--- config.mk ---
export PLATFORM = sky130hd
export DESIGN_NAME = hazard_ctrl
export DESIGN_NICKNAME = d
export VERILOG_FILES = /design/src/rtl/hazard_ctrl.sv
export SDC_FILE = /design/constraint.sdc
export NUM_CORES = 1
export LEC_CHECK = 0
export ABC_AREA = 1
export CORE_UTILIZATION = 45
export CTS_CLUSTER_SIZE = 40
export DETAILED_ROUTE_END_ITERATION = 12
export GPL_ROUTABILITY_DRIVEN = 0
export MAX_ROUTING_LAYER = met4
export PLACE_DENSITY_LB_ADDON = 0.1
export SLEW_MARGIN = 40
export SYNTH_ARGS = -nofsm -noshare
export SYNTH_HDL_FRONTEND = slang
export SYNTH_SLANG_ARGS = --single-unit
--- constraint.sdc ---
create_clock -name clk -period 1.5 [get_ports clk]
set_input_delay 0.375 -clock clk [delete_from_list [all_inputs] [get_ports clk]]
set_output_delay 0.375 -clock clk [all_outputs]
set_load 0.02 [all_outputs]
--- src/rtl/hazard_ctrl.sv ---
// Hazard controller for the 5-stage core: EX/MEM/WB write scoreboard, forward selects,
// load-use stalls and redirect flushes. Optional perf counters under `HAZARD_CNT_EN.
module hazard_ctrl #(
   parameter int REG_AW          = 5,
   parameter int LU_STALL_CYCLES = 1
`ifdef HAZARD_CNT_EN
   ,
   parameter int CNT_W           = 32
`endif
) (
   input  logic              clk,
   input  logic              rst_n,
   input  logic              id_valid,
   input  logic [REG_AW-1:0] id_rR1,
   input  logic [REG_AW-1:0] id_rR2,
   input  logic              id_rR1_used,
   input  logic              id_rR2_used,
   input  logic              id_rf_we,
   input  logic [1:0]        id_rf_wsel,
   input  logic [REG_AW-1:0] id_wR,
   input  logic              ex_redirect,
   output logic [2:0]        rR1_forward,
   output logic [2:0]        rR2_forward,
   output logic              pc_stall,
   output logic              if_id_stall,
   output logic              if_id_flush,
   output logic              id_ex_flush,
   output logic              stall_busy
`ifdef HAZARD_CNT_EN
   ,
   output logic [CNT_W-1:0]  lu_stall_cnt,
   output logic [CNT_W-1:0]  redirect_cnt
`endif
);

   localparam int CW = (LU_STALL_CYCLES > 1) ? $clog2(LU_STALL_CYCLES) : 1;
   localparam logic [1:0] WSEL_LOAD = 2'd3;

   typedef struct packed {
      logic              vld;
      logic              we;
      logic [1:0]        wsel;
      logic [REG_AW-1:0] wr;
   } slot_t;

   typedef enum logic {RUN = 1'b0, STALL = 1'b1} state_t;

   slot_t   ex_q, mem_q, wb_q, ex_d;
   state_t  state_q, state_d;
   logic [CW-1:0] cnt_q, cnt_d;
   logic    lu_hit, lu_take;
   logic    ex1, mem1, wb1, ex2, mem2, wb2;

   function automatic logic hit(input slot_t sl, input logic [REG_AW-1:0] s,
                                input logic used, input logic v);
      return v & used & (s != '0) & sl.vld & sl.we & (sl.wr == s);
   endfunction

   // A load in EX cannot forward yet; that case is resolved by the stall, so code 0.
   function automatic logic [2:0] fwd(input logic e, input logic m, input logic w,
                                      input logic [1:0] ewsel, input logic [1:0] mwsel);
      if (e)      return (ewsel != WSEL_LOAD) ? 3'd1 : 3'd0;
      else if (m) return (mwsel == WSEL_LOAD) ? 3'd4 : 3'd2;
      else if (w) return 3'd3;
      else        return 3'd0;
   endfunction

   always_comb begin
      ex1  = hit(ex_q,  id_rR1, id_rR1_used, id_valid);
      mem1 = hit(mem_q, id_rR1, id_rR1_used, id_valid);
      wb1  = hit(wb_q,  id_rR1, id_rR1_used, id_valid);
      ex2  = hit(ex_q,  id_rR2, id_rR2_used, id_valid);
      mem2 = hit(mem_q, id_rR2, id_rR2_used, id_valid);
      wb2  = hit(wb_q,  id_rR2, id_rR2_used, id_valid);
      rR1_forward = fwd(ex1, mem1, wb1, ex_q.wsel, mem_q.wsel);
      rR2_forward = fwd(ex2, mem2, wb2, ex_q.wsel, mem_q.wsel);
      lu_hit = (ex1 | ex2) & (ex_q.wsel == WSEL_LOAD);
   end

   always_comb begin
      state_d     = state_q;
      cnt_d       = cnt_q;
      pc_stall    = 1'b0;
      if_id_stall = 1'b0;
      if_id_flush = 1'b0;
      id_ex_flush = 1'b0;
      lu_take     = 1'b0;
      if (ex_redirect) begin
         if_id_flush = 1'b1;
         id_ex_flush = 1'b1;
         state_d     = RUN;
         cnt_d       = '0;
      end else begin
         case (state_q)
            RUN: begin
               if (lu_hit) begin
                  pc_stall    = 1'b1;
                  if_id_stall = 1'b1;
                  id_ex_flush = 1'b1;
                  lu_take     = 1'b1;
                  state_d     = STALL;
                  cnt_d       = CW'(LU_STALL_CYCLES - 1);
               end
            end
            STALL: begin
               if (cnt_q != '0) begin
                  pc_stall    = 1'b1;
                  if_id_stall = 1'b1;
                  id_ex_flush = 1'b1;
                  cnt_d       = cnt_q - 1'b1;
               end else begin
                  state_d = RUN;
               end
            end
            default: state_d = RUN;
         endcase
      end
      stall_busy = (state_q == STALL);
      ex_d = id_ex_flush ? '0 : {id_valid, id_rf_we, id_rf_wsel, id_wR};
   end

   always_ff @(posedge clk or negedge rst_n) begin
      if (!rst_n) begin
         ex_q    <= '0;
         mem_q   <= '0;
         wb_q    <= '0;
         state_q <= RUN;
         cnt_q   <= '0;
      end else begin
         ex_q    <= ex_d;
         mem_q   <= ex_q;
         wb_q    <= mem_q;
         state_q <= state_d;
         cnt_q   <= cnt_d;
      end
   end

`ifdef HAZARD_CNT_EN
   logic [CNT_W-1:0] lu_cnt_q, rd_cnt_q;

   always_ff @(posedge clk or negedge rst_n) begin
      if (!rst_n) begin
         lu_cnt_q <= '0;
         rd_cnt_q <= '0;
      end else begin
         if (stall_busy | lu_take) lu_cnt_q <= lu_cnt_q + 1'b1;
         if (ex_redirect)          rd_cnt_q <= rd_cnt_q + 1'b1;
      end
   end

   assign lu_stall_cnt = lu_cnt_q;
   assign redirect_cnt = rd_cnt_q;
`endif

endmodule

==> results.txt, run 1 <==
Status: finished with violations
Failing checks: setup timing
Dpl hpwl: 3020 µm
CTS tree: built
Clock power frac: 29.8%
Core area: 0.00334 mm²
Final slew viol count: 0
Crit end category: output pin
Final Critical Period: 2.06 ns
CP Class: reg2out
Antenna violations before repair: 0
CTS buffer count: 3
FF+latch count, synth: 26
Rows: 21
Worst-path maximum fanout: 4
Net Sw Frac: 26.5%
CP Launch Type: register
DIE AREA: 0.00371 mm²
CTS Buffer Depth: 2
Required @ worst endpoint: 1.12 ns
WL per Instance: 12.1 µm
Fillers: 286
First-pass GRT wire length: 5960 µm
Clock latency on the worst-skew pair: 0.32 ns
Reg-to-Reg Start: ex_q[4]$_DFF_PN0_
Syn Inst Count: 216
I/O pins: 35
Diode count: 0
Root buf cell: clkbuf_4
P&R area growth vs syn: 54.8%
Initial Util: 46.8%
Gr ovfl total: 0
Max Cap Viol: 0
Drt total wl: 4030 µm
Slew HR: 78.7%
Gr usage total: 23.3%
Die width: 60.9 µm
Final hold violation count: 0
Sequential share of power: 47.6%
Worst Hold Launch: ex_q[5]$_DFF_PN0_
Pin count of the biggest net entering global routing: 27
Cell variety after synth: 25
Cell area after layout: 0.00241 mm²
Synthesis warning total: 0
CTS Sinks: 26
Reg-to-reg slack, setup: -0.01 ns
Post-synthesis sequential area ratio: 41.7%
Leading post-synthesis cells by cell area: dfrtp_1 42%, nand2_1 15%, inv_1 8.2%
Cts hold-fix bufs: 0
R2r endpoint: ex_q[7]$_DFF_PN0_
Via density: 4.78
Syn_area_per_cell: 7.22 µm²
Die H: 60.9 µm
Initial DRC count: 133
Dpl ws: -1.32 ns
Final std cells w/o fill: 332
Mapped cell area: 0.00156 mm²
Pwr per Cell Area: 666 mW/mm²
P_leak: 1.26 nW
Multi-input logic area: 872 µm²
Setup_tns: -4.80 ns
Vias: 1588
Vias in the first global route: 1431
Max Freq: 484 MHz
Reg clk slew, reported paths: 0.14 ns
Combinational share of power: 22.6%
Arrival time at the worst endpoint: 1.69 ns
Area after DPL: 0.00215 mm²
Min-Delay Path Class: reg2reg
Post-synth top area cell: dfrtp_1
Switching pwr: 0.427 mW
WHS Endpoint: mem_q[5]$_DFF_PN0_
Total power: 1.61 mW
Mapped Nets: 240
Crit share post-route: 138%
Slew at the pin with the worst max-slew slack: 0.319 ns
Routed Antenna Nets: 0
Placed Cells incl. Taps: 318
RSZ-0062 raised after global routing: true
DRC violations left: 0
Setup slack after layout: -0.565 ns
Final setup viols: 13
Final #Nets: 311
H-tree depth: 1
Area share of the largest cell type after synthesis: 41.7%
Layout cell share with drive strength beyond 1: 42.0%
Power Internal: 1.18 mW
Reg2Reg Depth: 12
WHS Path Cells: 0
Peak supply drop: 0.000388 V
Clk_skew: 0.000725 ns
Port bufs: 34
DRT Pass-1 Iters: 5
Sequential cell area: 653 µm²
-- repair_timing --
action	in CTS	in global routing
resized for setup	90	33
pin swaps	18	21
gates cloned	0	1
setup endpoints to repair	20	19
setup buffers	4	5
-- worst max path at each step --
stage	endpoint	cells after the start	start
after floorplan	pc_stall	10	ex_q[3]$_DFF_PN0_
after global placement	rR1_forward[1]	9	id_rR1[2]
after detailed placement	rR1_forward[1]	9	id_rR1[2]
after CTS	rR2_forward[1]	10	mem_q[3]$_DFF_PN0_
after global routing	if_id_stall	10	ex_q[4]$_DFF_PN0_
final	pc_stall	10	ex_q[4]$_DFF_PN0_
-- flip-flops by register name (all words and copies together) (netlist names) --
signal      count
stall_busy      1
ex_q            9
wb_q            7
mem_q           9
-- cells in the mapped netlist, drive strengths merged --
cell type  count
o22ai          1
buf            3
nor3           8
xor2           5
nand2         66
nor3b          1
nor2          38
dfrtp         26
a21oi          5
nand4          2
o21ai          2
nand3         15
o21a           1
inv           40
xnor2          2
o21bai         1
-- critical path, stage by stage, from the launching register on --
cell and delay [ns]:
dfrtp_2 0.47, inv_2 0.07, nand2_2 0.05, nand2_1 0.06
nand2_1 0.06, nor2_2 0.09, nand3_2 0.11, nand2_2 0.10
nand2_4 0.08, nor2_4 0.15, buf_6 0.13
-- cell usage in the layout, fill, tap and decap left out, drive strengths merged --
cell type       n
a21oi           5
buf            44
bufinv          1
clkbuf          5
clkdlybuf4s15   3
clkdlybuf4s50  11
dfrtp          26
dlygate4sd2     9
inv            40
nand2          66
nand3          15
nand4           2
nor2           38
nor3            8
nor3b           1
o21a            1
o21ai           2
o21bai          1
o22ai           1
xnor2           2
xor2            5
-- stage by stage --
stage | util, % | hold WS, ns
final | 72.4 | 0.395
after global routing | 72.4 | 0.417
after CTS | 68.0 | 0.391
after detailed placement | 64.4 | 0.360
after global placement | 64.4 | 0.357
after floorplan | - | 0.0794
-- power by group through the flow --
stage	sequential (mW)	clock, mW	combinational [mW]
after floorplan	0.769	0	0.146
after global placement	0.776	0	0.307
after detailed placement	0.778	0	0.310
after CTS	0.764	0.485	0.326
after global routing	0.771	0.509	0.397
final	0.766	0.479	0.364
-- final cells by class --
class,instances,share of cell area [%]
clock inverters,1,1.24
flip-flops and latches,26,27.0
clock buffers,3,0.933
repair buffers,69,26.1
well taps,46,2.38
inverters,40,6.22
multi-input cells,147,36.1
-- layer usage --
layer	share of wire [%]	global-route usage (%)	wire length, µm
met5	0	-	0
met3	6.1	2.35	244
met1	41	27.4	1650
met4	2.2	8.12	89
met2	51	41.1	2050
-- kinds of logic (layout without fill, tap and decap cells) --
kind of cell,Yosys count,count (layout),share of synthesized area (%)
AOI/OAI and AO/OA,10,10,3.85
xor gates and xnor gates,7,7,3.93
buffers and inverters,43,113,11.3
DFF,26,26,41.7
and+or+nand+nor,130,130,39.2
No activity file was read; power rests on OpenSTA's default activity.
==> run 2, diff against run 1 <==
- SETUP_SLACK_MARGIN: not set -> 0.1
==> run 2 against run 1 <==
  * The run still ends with setup timing left
  * Combinational power about the same
  * Non-clock buffer count down 4
  * Clock-buffer cell count stayed put
  * Global-route usage increased by 0.88 points
  * Design area up 1.2%
  * Worst hold slack worse by 0.022 ns
  * Cell count down 1.2%
  * Critical path depth shrank 3
  * Sequential power is essentially flat
  * Critical path type is now in2out
  * Largest cell class unchanged
==> results.txt, run 2 (synthesis results as in run 1) <==
Status: finished with violations (unchanged)
Failing checks: setup timing (unchanged)
Setup slack after layout: -0.599 ns (was -0.565 ns)
Placed Cells incl. Taps: 310 (was 318)
CTS tree: built (unchanged)
Launch point of the worst path: id_rR1[2] (was ex_q[4]$_DFF_PN0_)
Gr ovfl total: 0 (unchanged)
Drt total wl: 3880 µm (was 4030 µm)
Reg clk slew, reported paths: 0.14 ns (about the same)
Switching pwr: 0.435 mW (was 0.427 mW)
Fillers: 270 (was 286)
Clk_skew: 0.00817 ns (was 0.000725 ns)
Slew at the pin with the worst max-slew slack: 0.328 ns (was 0.319 ns)
Crit path largest cell delay: 0.31 ns (was 0.47 ns)
First-pass GRT wire length: 6190 µm (was 5960 µm)
I/O pins: 35 (unchanged)
Final Critical Period: 2.10 ns (was 2.06 ns)
DRT Pass-1 Iters: 4 (was 5)
Initial Util: 46.8% (unchanged)
Initial DRC count: 78 (was 133)
Port bufs: 34 (unchanged)
Min-Delay Path Class: in2async (was reg2reg)
CP Class: in2out (was reg2out)
Crit path to: rR1_forward[1] (was pc_stall)
P_leak: 1.25 nW (was 1.26 nW)
WL per Instance: 11.8 µm (was 12.1 µm)
Most common cell after layout, fill and taps aside: nand2_1 (unchanged)
Core area: 0.00334 mm² (unchanged)
Routed Antenna Nets: 0 (unchanged)
Final std cells w/o fill: 328 (was 332)
Root buf cell: clkbuf_4 (unchanged)
DRC violations left: 0 (unchanged)
Die width: 60.9 µm (unchanged)
Dpl hpwl: 2840 µm (was 3020 µm)
Vias in the first global route: 1485 (was 1431)
Combinational share of power: 22.6% (about the same)
Reg2Reg Depth: 12 (unchanged)
Vias: 1543 (was 1588)
Critical-path cell list: clkdlybuf4s15_1 > buf_4 > xnor2_1 > nand4_1 > o21a_1 > nor2_4 > buf_6 (was inv_2 > nand2_2 > nand2_1 > nand2_1 > nor2_2 > nand3_2 > nand2_2 > nand2_4 > nor2_4 > buf_6)
Clock power frac: 30.0% (was 29.8%)
Crit share post-route: 140% (was 138%)
Diode count: 0 (unchanged)
Slowest-stage cell, CP: clkdlybuf4s15_1 (was dfrtp_2)
RSZ-0062 raised after global routing: true (unchanged)
P&R area growth vs syn: 56.7% (was 54.8%)
Via density: 4.70 (was 4.78)
Gr usage total: 24.1% (was 23.3%)
DIE AREA: 0.00371 mm² (unchanged)
Clock latency on the worst-skew pair: 0.34 ns (was 0.32 ns)
Pin count of the biggest net entering global routing: 27 (unchanged)
Required @ worst endpoint: 1.12 ns (about the same)
Max Cap Viol: 0 (unchanged)
Reg-to-reg slack, setup: -0.03 ns (was -0.01 ns)
Multi-input logic area: 921 µm² (was 872 µm²)
Setup_tns: -5.16 ns (was -4.80 ns)
Max Freq: 476 MHz (was 484 MHz)
Antenna violations before repair: 0 (unchanged)
Total power: 1.61 mW (about the same)
Final #Nets: 307 (was 311)
Layout cell share with drive strength beyond 1: 40.8% (was 42.0%)
Pwr per Cell Area: 660 mW/mm² (was 666 mW/mm²)
Cts hold-fix bufs: 0 (unchanged)
Final slew viol count: 0 (unchanged)
Peak supply drop: 0.000413 V (was 0.000388 V)
Reg-to-Reg Start: ex_q[4]$_DFF_PN0_ (unchanged)
Slew HR: 78.2% (was 78.7%)
Arrival time at the worst endpoint: 1.72 ns (was 1.69 ns)
Sequential share of power: 47.4% (was 47.6%)
Crit end category: output pin (unchanged)
CTS Sinks: 26 (unchanged)
Power Internal: 1.18 mW (about the same)
CTS buffer count: 3 (unchanged)
R2r endpoint: ex_q[5]$_DFF_PN0_ (was ex_q[7]$_DFF_PN0_)
Net Sw Frac: 27.0% (was 26.5%)
Die H: 60.9 µm (unchanged)
Regs by FF count: ex_q (9), mem_q (9), wb_q (7) (unchanged)
H-tree depth: 1 (unchanged)
Final hold violation count: 0 (unchanged)
Sequential cell area: 653 µm² (unchanged)
Worst-path maximum fanout: 6 (was 4)
CP Launch Type: input pin (was register)
Commonest cells after routing, fill and taps aside: 49 x nand2_1, 28 x inv_1, 26 x buf_4, 24 x dfrtp_1, 17 x nor2_1 (was 51 x nand2_1, 32 x buf_4, 28 x inv_1, 24 x dfrtp_1, 19 x nor2_2)
Final setup viols: 13 (unchanged)
CTS Buffer Depth: 2 (unchanged)
Rows: 21 (unchanged)
run 2: cell type report:
cell class / instances / share of cell area, %
Sequential cell: 26 / 26.7
Clock buffer: 3 / 0.921
Multi-Input combinational cell: 147 / 37.7
Inverter: 40 / 6.14
Tap cell: 46 / 2.35
Timing Repair Buffer: 65 / 25.0
Clock inverter: 1 / 1.23
run 2: worst max-delay path: cells and delay by family:
kind,cells,cell delay [ns]
xor+xnor,1,0.17
simple gates,2,0.28
compound gates,1,0.25
buf+inv,3,0.63
run 2: worst min-delay path by stage:
stage                      start                 end  slack, ns  depth (start not counted)
2_1_floorplan              rst_n   ex_q[0]$_DFF_PN0_       0.08                          0
3_3_place_gp   ex_q[5]$_DFF_PN0_  mem_q[5]$_DFF_PN0_       0.36                          0
3_5_place_dp   ex_q[5]$_DFF_PN0_  mem_q[5]$_DFF_PN0_       0.36                          0
4_1_cts        ex_q[5]$_DFF_PN0_  mem_q[5]$_DFF_PN0_       0.39                          0
5_1_grt        ex_q[5]$_DFF_PN0_  mem_q[5]$_DFF_PN0_       0.41                          0
6_report                   rst_n   wb_q[4]$_DFF_PN0_       0.37                          2
run 2: per-layer routing:
layer	wire (µm)	vias to the layer above	GRT usage, %
li1	-	783	-
met1	1710	720	28.5
met2	1950	33	40.5
met3	142	7	3.41
met4	71	0	11.4
met5	0	-	-
run 2: power groups by stage:
stage	Sequential, mW	Combinational, mW	Clock, mW
after global placement	0.776	0.289	0
after detailed placement	0.777	0.290	0
after floorplan	0.769	0.145	0
final	0.765	0.365	0.484
after CTS	0.763	0.329	0.490
after global routing	0.770	0.404	0.528
run 2: stage by stage:
step / area [µm²] / hold WS [ns] / utilization [%] / setup slack (ns)
floorplan: 1610 / 0.0794 / - / -0.177
global placement: 2100 / 0.356 / 63.0 / -1.27
detailed placement: 2100 / 0.360 / 63.0 / -1.25
CTS: 2320 / 0.391 / 69.7 / -0.598
global route: 2440 / 0.406 / 73.3 / -0.722
finish: 2440 / 0.373 / 73.3 / -0.599
run 2: timing repair:
| action | in CTS | in global routing |
|---|---|---|
| cloned | 1 | 0 |
| pin swaps | 25 | 19 |
| buffers inserted | 7 | 6 |
| gates resized for setup | 107 | 22 |
| endpoints found under the setup margin | 21 | 20 |
==> run 3, diff against run 2 <==
- CORE_UTILIZATION: 45 -> 31
- clock period: 1.5 -> 2.4 ns (I/O delays scaled with it)
==> run 3 against run 2 <==
  * The run now ends clean
  * Global-route usage fell by 6.9 points
  * Non-clock buffer count shrank 15
  * Clock skew fell by 0.0053 ns
  * Critical path type unchanged
  * Largest cell class unchanged
  * Highest routed layer unchanged
==> results.txt, run 3 (synthesis results as in run 1) <==
Status: finished clean (was finished with violations)
Die width: 72.9 µm (was 60.9 µm)
Slew HR: 77.7% (was 78.2%)
Final #Nets: 292 (was 307)
Dpl ws: -0.879 ns (was -1.25 ns)
Rows: 25 (was 21)
Most common cell after layout, fill and taps aside: nand2_1 (unchanged)
H-tree depth: 1 (unchanged)
Max Cap Viol: 0 (unchanged)
CTS tree: built (unchanged)
Vias in the first global route: 1365 (was 1485)
First-pass GRT wire length: 6350 µm (was 6190 µm)
Launch point of the worst path: id_rR2[0] (was id_rR1[2])
Initial DRC count: 76 (was 78)
Total power: 1.05 mW (was 1.61 mW)
Combinational share of power: 20.0% (was 22.6%)
Gr usage total: 17.3% (was 24.1%)
Via density: 4.28 (was 4.70)
Min-Delay Path Class: reg2reg (was in2async)
Switching pwr: 0.279 mW (was 0.435 mW)
Fillers: 486 (was 270)
Final setup viols: 0 (was 13)
Net Sw Frac: 26.5% (was 27.0%)
CTS buffer count: 3 (unchanged)
Core area: 0.00479 mm² (was 0.00334 mm²)
Pin count of the biggest net entering global routing: 27 (unchanged)
DIE AREA: 0.00532 mm² (was 0.00371 mm²)
Commonest cells after routing, fill and taps aside: 48 x nand2_1, 26 x inv_1, 24 x dfrtp_1, 19 x buf_4, 18 x nor2_1 (was 49 x nand2_1, 28 x inv_1, 26 x buf_4, 24 x dfrtp_1, 17 x nor2_1)
Worst-path maximum fanout: 5 (was 6)
Pwr per Cell Area: 462 mW/mm² (was 660 mW/mm²)
Setup_tns: 0 ns (was -5.16 ns)
Sequential share of power: 45.3% (was 47.4%)
Layout cell share with drive strength beyond 1: 41.2% (was 40.8%)
Power Internal: 0.775 mW (was 1.18 mW)
Die H: 72.9 µm (was 60.9 µm)
Dpl hpwl: 3080 µm (was 2840 µm)
Peak supply drop: 0.000320 V (was 0.000413 V)
Reg-to-Reg Start: ex_q[7]$_DFF_PN0_ (was ex_q[4]$_DFF_PN0_)
CP Launch Type: input pin (unchanged)
Crit share post-route: 94.3%
I/O pins: 35 (unchanged)
Clock power frac: 34.7% (was 30.0%)
DRT Pass-1 Iters: 4 (unchanged)
CTS Sinks: 26 (unchanged)
CP Class: in2out (unchanged)
Final slew viol count: 0 (unchanged)
Regs by FF count: ex_q (9), mem_q (9), wb_q (7) (unchanged)
Cts hold-fix bufs: 0 (unchanged)
Final Critical Period: 2.26 ns
Diode count: 0 (unchanged)
WHS: 0.393 ns (was 0.373 ns)
Vias: 1431 (was 1543)
Clk_skew: 0.00289 ns (was 0.00817 ns)
Port bufs: 34 (unchanged)
Required @ worst endpoint: 1.80 ns (was 1.12 ns)
RSZ-0062 raised after global routing: true (unchanged)
Reg clk slew, reported paths: 0.09 ns (was 0.14 ns)
Setup slack after layout: 0.138 ns (was -0.599 ns)
CTS Buffer Depth: 2 (unchanged)
Antenna violations before repair: 0 (unchanged)
Root buf cell: clkbuf_8 (was clkbuf_4)
Slew at the pin with the worst max-slew slack: 0.335 ns (was 0.328 ns)
Gr ovfl total: 0 (unchanged)
Final hold violation count: 0 (unchanged)
Max Freq: 442 MHz
P_leak: 1.16 nW (was 1.25 nW)
Arrival time at the worst endpoint: 1.66 ns (was 1.72 ns)
DRC violations left: 0 (unchanged)
Drt total wl: 4030 µm (was 3880 µm)
Worst Hold Launch: ex_q[6]$_DFF_PN0_
Crit end category: output pin (unchanged)
P&R area growth vs syn: 46.0% (was 56.7%)
Routed Antenna Nets: 0 (unchanged)
Clock latency on the worst-skew pair: 0.28 ns (was 0.34 ns)
Initial Util: 32.6% (was 46.8%)
WL per Instance: 12.1 µm (was 11.8 µm)
## run 3: layout make-up
type | count | area [µm²] | area share (%)
clock buffers | 3 | 41.3 | 1.81
well taps | 67 | 83.8 | 3.68
flip-flops and latches | 26 | 653 | 28.7
multi-input cells | 147 | 883 | 38.8
inverters | 40 | 153 | 6.70
repair buffers | 50 | 434 | 19.1
clock inverters | 1 | 30.0 | 1.32
## run 3: what timing repair did
action,CTS,global route
resized for setup,115,44
cloned,0,0
endpoints found under the setup margin,10,9
pin swaps,26,29
setup buffers,3,2
## run 3: stage by stage
| step | instance area, µm² | utilization, % | instances |
|---|---|---|---|
| final | 2280 | 47.6 | 334 |
| after global routing | 2280 | 47.6 | 334 |
| after CTS | 2150 | 45.0 | 332 |
| after detailed placement | 2040 | 42.7 | 325 |
| after global placement | 2040 | 42.7 | 325 |
| after floorplan | 1560 | - | 216 |
## run 3: per-layer routing
metal / vias to the layer above / share of wire, % / GRT usage, %
met5: - / 0 / -
met4: 0 / 1.7 / 7.19
met3: 7 / 4.8 / 3.73
met1: 619 / 49 / 22.7
met2: 48 / 45 / 25.8
li1: 757 / - / -
## run 3: critical path, stage by stage
cell,delay (ns)
buf_2,0.14
inv_2,0.05
nand2_1,0.08
nand3_2,0.11
nor2_4,0.15
nand3_4,0.10
nand2_2,0.10
nand2_4,0.08
nor2_4,0.13
buf_6,0.13
## run 3: final timing paths
| kind | end | slack [ns] | depth (start not counted) |
|---|---|---|---|
| max in group asynchronous | ex_q[3]$_DFF_PN0_ | 1.45 | 2 |
| hold / removal | mem_q[6]$_DFF_PN0_ | 0.39 | 0 |
| hold reg to reg | mem_q[6]$_DFF_PN0_ | 0.39 | 0 |
| min in group asynchronous | ex_q[2]$_DFF_PN0_ | 0.69 | 2 |
| setup / recovery | pc_stall | 0.14 | 10 |
| setup reg to reg | ex_q[7]$_DFF_PN0_ | 0.87 | 10 |
## run 3: power by group through the flow
stage / logic, mW / registers [mW] / clock network, mW
3_3_place_gp: 0.182 / 0.485 / 0
3_5_place_dp: 0.180 / 0.485 / 0
2_1_floorplan: 0.0901 / 0.481 / 0
5_1_grt: 0.233 / 0.480 / 0.398
4_1_cts: 0.189 / 0.476 / 0.375
6_report: 0.210 / 0.477 / 0.365
